`config.mk`:
```
export PLATFORM = sky130hd
export DESIGN_NAME = reorder_buffer
export DESIGN_NICKNAME = d
export VERILOG_FILES = /design/src/rtl/reorder_buffer_pkg.sv /design/src/rtl/reorder_buffer.sv
export SDC_FILE = /design/constraint.sdc
export NUM_CORES = 2
export LEC_CHECK = 0
export ABC_AREA = 1
export ABC_CLOCK_PERIOD_IN_PS = 5700
export CORE_MARGIN = 4
export CORE_UTILIZATION = 52
export CTS_CLUSTER_DIAMETER = 60
export DETAILED_ROUTE_END_ITERATION = 8
export PLACE_DENSITY = 0.68
export SLEW_MARGIN = 20
export SYNTH_ARGS = -nofsm -noshare
export SYNTH_HDL_FRONTEND = slang
export SYNTH_SLANG_ARGS = --single-unit
```
`constraint.sdc`:
```
create_clock -name clk -period 5.7 [get_ports clk]
set_clock_uncertainty 0.1 [all_clocks]
set_input_delay 1.14 -clock clk [delete_from_list [all_inputs] [get_ports clk]]
set_output_delay 1.14 -clock clk [all_outputs]
set_load 0.005 [all_outputs]
```
`src/rtl/reorder_buffer_pkg.sv`:
```
// Shared constants and helpers for the reorder buffer.
// ROB_SIZE and the field widths are defined here and imported by reorder_buffer.
package reorder_buffer_pkg;

    localparam int ROB_SIZE    = 16;
    localparam int ROB_POS_WID = 4;   // index into the circular buffer
    localparam int ROB_ID_WID  = 5;   // one extra bit so the count can reach ROB_SIZE
    localparam int REG_POS_WID = 5;
    localparam int DATA_WID    = 32;
    localparam int ADDR_WID    = 32;

    // Restart address after a mispredicted branch retires.
    function automatic logic [ADDR_WID-1:0] redirect_pc(
        input logic                real_jump,
        input logic [ADDR_WID-1:0] target,
        input logic [ADDR_WID-1:0] pc
    );
        return real_jump ? target : pc + ADDR_WID'(4);
    endfunction

endpackage

```
`src/rtl/reorder_buffer.sv`:
```
// 16-entry reorder buffer: in-order issue, out-of-order result writeback,
// in-order commit with branch-mispredict rollback.
// Optional macro ROB_BYPASS_EN: operand queries see a same-cycle result.
module reorder_buffer
    import reorder_buffer_pkg::*;
(
    input  logic                   clk,
    input  logic                   rst,
    input  logic                   rdy,
    // decoder issue
    input  logic                   issue,
    input  logic [REG_POS_WID-1:0] issue_rd,
    input  logic [ADDR_WID-1:0]    issue_pc,
    input  logic                   issue_is_branch,
    input  logic                   issue_pred_jump,
    output logic [ROB_POS_WID-1:0] issue_rob_pos,
    output logic                   rob_full,
    // execution results
    input  logic                   result,
    input  logic [ROB_POS_WID-1:0] result_rob_pos,
    input  logic [DATA_WID-1:0]    result_val,
    input  logic                   result_jump,
    input  logic [ADDR_WID-1:0]    result_pc,
    // operand queries
    input  logic [ROB_POS_WID-1:0] query_rs1_pos,
    output logic                   query_rs1_ready,
    output logic [DATA_WID-1:0]    query_rs1_val,
    input  logic [ROB_POS_WID-1:0] query_rs2_pos,
    output logic                   query_rs2_ready,
    output logic [DATA_WID-1:0]    query_rs2_val,
    // commit toward the register file
    output logic                   rob_commit,
    output logic [REG_POS_WID-1:0] rob_commit_rd,
    output logic [DATA_WID-1:0]    rob_commit_val,
    output logic [ROB_POS_WID-1:0] rob_commit_rob_pos,
    // rollback
    output logic                   rollback,
    output logic [ADDR_WID-1:0]    rollback_pc
);

    // entry storage
    logic                   busy_q      [ROB_SIZE];
    logic                   busy_d      [ROB_SIZE];
    logic                   ready_q     [ROB_SIZE];
    logic                   ready_d     [ROB_SIZE];
    logic [REG_POS_WID-1:0] rd_q        [ROB_SIZE];
    logic [REG_POS_WID-1:0] rd_d        [ROB_SIZE];
    logic [DATA_WID-1:0]    val_q       [ROB_SIZE];
    logic [DATA_WID-1:0]    val_d       [ROB_SIZE];
    logic [ADDR_WID-1:0]    pc_q        [ROB_SIZE];
    logic [ADDR_WID-1:0]    pc_d        [ROB_SIZE];
    logic                   is_branch_q [ROB_SIZE];
    logic                   is_branch_d [ROB_SIZE];
    logic                   pred_jump_q [ROB_SIZE];
    logic                   pred_jump_d [ROB_SIZE];
    logic                   real_jump_q [ROB_SIZE];
    logic                   real_jump_d [ROB_SIZE];
    logic [ADDR_WID-1:0]    target_q    [ROB_SIZE];
    logic [ADDR_WID-1:0]    target_d    [ROB_SIZE];

    // pointers and registered outputs
    logic [ROB_POS_WID-1:0] head_q, head_d;
    logic [ROB_POS_WID-1:0] tail_q, tail_d;
    logic [ROB_ID_WID-1:0]  count_q, count_d;
    logic                   rob_commit_q, rob_commit_d;
    logic [REG_POS_WID-1:0] commit_rd_q, commit_rd_d;
    logic [DATA_WID-1:0]    commit_val_q, commit_val_d;
    logic [ROB_POS_WID-1:0] commit_pos_q, commit_pos_d;
    logic                   rollback_q, rollback_d;
    logic [ADDR_WID-1:0]    rollback_pc_q, rollback_pc_d;

    // Nothing moves while stalled or during the cycle a rollback is being signalled.
    logic active;
    logic do_issue;
    logic do_result;
    logic do_commit;
    logic mispredict;

    assign active     = rdy && !rollback_q;
    assign do_issue   = active && issue && (count_q != ROB_ID_WID'(ROB_SIZE));
    assign do_result  = active && result && busy_q[result_rob_pos];
    assign do_commit  = active && busy_q[head_q] && ready_q[head_q];
    assign mispredict = do_commit && is_branch_q[head_q]
                        && (real_jump_q[head_q] != pred_jump_q[head_q]);

    assign issue_rob_pos      = tail_q;
    assign rob_full           = count_q >= ROB_ID_WID'(ROB_SIZE - 1);
    assign rob_commit         = rob_commit_q;
    assign rob_commit_rd      = commit_rd_q;
    assign rob_commit_val     = commit_val_q;
    assign rob_commit_rob_pos = commit_pos_q;
    assign rollback           = rollback_q;
    assign rollback_pc        = rollback_pc_q;

    // Next-state for entries, pointers and the one-cycle commit/rollback pulses.
    always_comb begin
        busy_d        = busy_q;
        ready_d       = ready_q;
        rd_d          = rd_q;
        val_d         = val_q;
        pc_d          = pc_q;
        is_branch_d   = is_branch_q;
        pred_jump_d   = pred_jump_q;
        real_jump_d   = real_jump_q;
        target_d      = target_q;
        head_d        = head_q;
        tail_d        = tail_q;
        count_d       = count_q;
        rob_commit_d  = rob_commit_q;
        commit_rd_d   = commit_rd_q;
        commit_val_d  = commit_val_q;
        commit_pos_d  = commit_pos_q;
        rollback_d    = rollback_q;
        rollback_pc_d = rollback_pc_q;

        if (rdy) begin
            // pulses last one enabled cycle; payload fields hold their last value
            rob_commit_d = 1'b0;
            rollback_d   = 1'b0;

            if (do_result) begin
                ready_d[result_rob_pos]     = 1'b1;
                val_d[result_rob_pos]       = result_val;
                real_jump_d[result_rob_pos] = result_jump;
                target_d[result_rob_pos]    = result_pc;
            end

            if (do_issue) begin
                busy_d[tail_q]      = 1'b1;
                ready_d[tail_q]     = 1'b0;
                rd_d[tail_q]        = issue_rd;
                pc_d[tail_q]        = issue_pc;
                is_branch_d[tail_q] = issue_is_branch;
                pred_jump_d[tail_q] = issue_pred_jump;
                tail_d              = tail_q + ROB_POS_WID'(1);
            end

            if (do_commit) begin
                busy_d[head_q] = 1'b0;
                head_d         = head_q + ROB_POS_WID'(1);
                rob_commit_d   = 1'b1;
                commit_rd_d    = rd_q[head_q];
                commit_val_d   = val_q[head_q];
                commit_pos_d   = head_q;
            end

            count_d = count_q + ROB_ID_WID'(do_issue) - ROB_ID_WID'(do_commit);

            // a wrong-path flush discards everything younger than the branch
            if (mispredict) begin
                rollback_d    = 1'b1;
                rollback_pc_d = redirect_pc(real_jump_q[head_q], target_q[head_q], pc_q[head_q]);
                for (int i = 0; i < ROB_SIZE; i++) begin
                    busy_d[i] = 1'b0;
                end
                head_d  = '0;
                tail_d  = '0;
                count_d = '0;
            end
        end
    end

    // Control state and registered outputs, with synchronous reset.
    always_ff @(posedge clk) begin
        if (rst) begin
            for (int i = 0; i < ROB_SIZE; i++) begin
                busy_q[i]  <= 1'b0;
                ready_q[i] <= 1'b0;
            end
            head_q        <= '0;
            tail_q        <= '0;
            count_q       <= '0;
            rob_commit_q  <= 1'b0;
            commit_rd_q   <= '0;
            commit_val_q  <= '0;
            commit_pos_q  <= '0;
            rollback_q    <= 1'b0;
            rollback_pc_q <= '0;
        end else begin
            busy_q        <= busy_d;
            ready_q       <= ready_d;
            head_q        <= head_d;
            tail_q        <= tail_d;
            count_q       <= count_d;
            rob_commit_q  <= rob_commit_d;
            commit_rd_q   <= commit_rd_d;
            commit_val_q  <= commit_val_d;
            commit_pos_q  <= commit_pos_d;
            rollback_q    <= rollback_d;
            rollback_pc_q <= rollback_pc_d;
        end
    end

    // Entry payload; only meaningful while busy, so it carries no reset.
    always_ff @(posedge clk) begin
        rd_q        <= rd_d;
        val_q       <= val_d;
        pc_q        <= pc_d;
        is_branch_q <= is_branch_d;
        pred_jump_q <= pred_jump_d;
        real_jump_q <= real_jump_d;
        target_q    <= target_d;
    end

    // Operand lookup, optionally forwarding a result arriving this cycle.
    always_comb begin
        query_rs1_ready = ready_q[query_rs1_pos];
        query_rs1_val   = val_q[query_rs1_pos];
        query_rs2_ready = ready_q[query_rs2_pos];
        query_rs2_val   = val_q[query_rs2_pos];
`ifdef ROB_BYPASS_EN
        if (result && (result_rob_pos == query_rs1_pos)) begin
            query_rs1_ready = 1'b1;
            query_rs1_val   = result_val;
        end
        if (result && (result_rob_pos == query_rs2_pos)) begin
            query_rs2_ready = 1'b1;
            query_rs2_val   = result_val;
        end
`endif
    end

endmodule

```
==> results.md <==
* Status: complete, no violations
* Hold wc startpoint: rob_commit_rob_pos[0]
* DR pass1 iterations at 6
* Worst skew pair latency at between 800 and 900 ps
* Seq cells post-synth at about 1800
* Worst Path Class, Setup: input port to output port
* Final hold violations at 0
* Via Count at ~63000
* Tot Pwr at between 0.02 and 0.03 W
* Worst-Margin Slew at approximately 1300 ps
* Sequential share of power at 0.525
* Synth area leaders: edfxtp_1 61%, o21ai_0 7.6%, nand2_1 6.6%
* Peak VDD IR at 0.283 mV
* Design Area, Final at between 90000 and 100000 sq um
* Die footprint at 164000 sq um
* Critical path buffers and inverters at 3
* Number of global-route vias before repair at 58900
* Leakage at between 30 and 40 nW
* Starting Density at 0.524
* Number of max-cap violations at 0
* I/O Pins at 267
* CTS Sinks at between 1500 and 2000
* PwrDens at approximately 300 nW/um^2
* Number of DRC markers in iteration 0 at about 8600
* Final Cycle Share at 0.861
* Distinct cells, synth at a little over 40
* Hold WC Path Type: flop to flop
* Total placed instance area at between 80000 and 90000 sq um
* Share of flip-flops with an asynchronous set or reset at 0
* DIE HEIGHT at between 400 and 500 um
* Synth warn at 0
* RePlAce Congestion at ~0.93
* Crit-path max cell delay at about 630 ps
* Post-synth EDFFs at 1664
* CP Cell Sequence: buf_6 > buf_4 > o211ai_1 > nand3_1 > nand3_1 > o21ai_0 > clkdlybuf4s50_1
* Total CTS buffers at 184
* Critical path's most frequent cell: nand3_1
* CP startpoint kind: input port
* Main flop type after synthesis: edfxtp_1
* CTS Buffer Depth at 3
* Int Power at 0.0214 W
* Pre-CTS WS at 920 ps
* Switching power at about 0.0059 W
* DR vias/cell at between 6 and 7
* Synth-to-layout area growth at 12.7%
* Gate power share at 0.044
* Most frequent cells in the layout: 1664 x edfxtp_1, 1450 x nand2_1, 1251 x o21ai_0
* Final WS setup at between 700 and 800 ps
* Remaining antenna violation count at 0
* Largest net degree at the start of global routing at ~240
* Top cell family by delay on the critical path: buffers and inverters
* Final #Nets at between 8000 and 9000
* Max_slew headroom at 0.121
* Initial antenna violation count at 29
* Critical path origin: query_rs2_pos[1]
* Post_cts resized at 0
* Tmin final at ~4900 ps
* GRT Total Usage at 0.294
* Detailed Route WL at 248 mm
* Launch point of the worst reg-to-reg path: head_q[0]
* Unrepaired setup endpoints after global routing: no
* Worst Path Required at approximately 4500 ps
* FILL cells at between 10000 and 15000
* Post-DR wirelength/cell at 23.8 um
* Port bufs at ~270
* Site Rows at ~150
* Most common cell after layout, fill and taps aside: edfxtp_1
* CTS tree: done
* Register area at 52400 sq um
* Critical path peak fanout at 120
* Reg2reg setup slack at 1220 ps
* Critical path's slowest cell: buf_6
* Util after Layout at 0.591
* Mapped Cells at roughly 8000
* First-pass GRT wire length at roughly 370 mm
* Clock transition at path regs at 60 ps
* Clock network fraction of total power at 0.431
* Synthesized area per cell at 10.1 sq um
* Mapped Nets at approximately 8300
* H-Tree Depth at 4
* GR Overflow Total at 0
* Final setup vio count at 0
* Share of the synthesized area in the top cell type at 0.609
* Die Width at 405 um
* CORE AREA at between 150000 and 200000 sq um
* Final Slew Violations at 0
* Seq/Total Area, Yosys at 0.638
* Worst Setup End Kind: output port
* Yosys top cell by area: edfxtp_1
* CTS Hold Bufs at 0
* Sw Ratio at 0.216
* Final HPWL DP at approximately 140 mm
* Crit path DAT at approximately 3700 ps
* Share of cells above drive strength 1 at 0.0594
* Post-CTS Setup Bufs at 0
* Root Buffer: clkbuf_16
* Syn Std Cell Area at roughly 80000 sq um
* Multi-input logic area at around 24000 sq um
* Highest clock rate at a little over 0.2 GHz
* Post-route DRC at 0
* Fin Setup TNS at 0 ps
-- final timing paths --
kind,cells past startpoint,to
worst max-delay path,7,query_rs2_val[20]
worst min-delay path,2,rob_commit_rob_pos[0]
worst max register to register,14,rollback_pc[18]
worst min register to register,2,rob_commit_rob_pos[0]
-- synth_stat cells (3+ instances only) --
master and count:
a211oi_1 4, a21oi_1 679, a221oi_1 37, a22o_1 49
a22oi_1 3, a41oi_1 6, buf_1 31, buf_2 124
buf_4 38, buf_6 29, buf_8 8, clkbuf_1 353
dfxtp_1 120, edfxtp_1 1664, ha_1 18, inv_1 734
inv_2 17, nand2_1 1450, nand2_2 11, nand3_1 367
nand4_1 35, nor2_1 663, nor2_2 10, nor2_4 9
nor3_1 7, o211ai_1 101, o21ai_0 1251, o21ai_1 68
o221ai_1 74, o22ai_1 187, xor2_1 9
-- state kept, by name (all words and copies together), names as in the netlist, 32 cells and up --
signal	flops
target_q	512
rob_commit_val	32
rd_q	80
rollback_pc	32
val_q	512
pc_q	512
-- metal layers --
layer | vias to the layer above | global-route usage | wire (um)
met5 | - | 0 | 94
met2 | 3720 | 0.462 | 114000
met1 | 30300 | 0.407 | 97900
li1 | 28700 | - | -
met3 | 656 | 0.0555 | 26200
met4 | 14 | 0.119 | 10400
-- logic make-up (layout without fill, tap and decap cells) --
family                     Yosys count  in the layout  synth area share
and+or+nand+nor                   2557           2557             0.126
DFF                               1784           1784             0.638
xor gates and xnor gates            11             11           0.00117
buffers and inverters             1334           1498            0.0684
other                                0             20                 0
AOI/OAI and AO/OA                 2463           2463             0.164
adders and majority gates           19             19           0.00299
-- worst reg2reg max path: stages, from the launching register on --
cell and delay, ps:
dfxtp_4 670, inv_8 390, o21ai_1 290, a21oi_1 70, o21ai_0 650, nand2_1 110
nor2_1 160, nand2_2 50, buf_4 200, inv_4 70, buf_4 320, nand4_1 450
buf_4 420, a21oi_1 310, a21oi_1 110
-- power groups by stage --
| stage | Sequential [W] | Clock [W] | Combinational (W) |
|---|---|---|---|
| after CTS | 0.0143 | 0.0119 | 0.00119 |
| after floorplan | 0.0146 | 0 | 0.000566 |
| final | 0.0143 | 0.0118 | 0.00121 |
| after global placement | 0.0146 | 0 | 0.00116 |
| after detailed placement | 0.0146 | 0 | 0.00118 |
| after global routing | 0.0143 | 0.0125 | 0.00131 |
-- metrics by stage --
stage | hold slack (ps) | std cells
detailed placement | 385 | 10000
global route | 398 | 10400
finish | 385 | 10400
global placement | 389 | 10000
floorplan | 362 | 8168
CTS | 394 | 10400
-- area by class of cell --
type / count / share of cell area
repair buffers: 404 / 0.0482
diodes: 20 / 0.000541
clock buffers: 259 / 0.0549
multi-input cells: 5050 / 0.262
inverters: 751 / 0.0308
clock inverters: 84 / 0.00904
well taps: 2058 / 0.0278
flip-flops and latches: 1784 / 0.566
No activity file was read; power rests on OpenSTA's default activity.
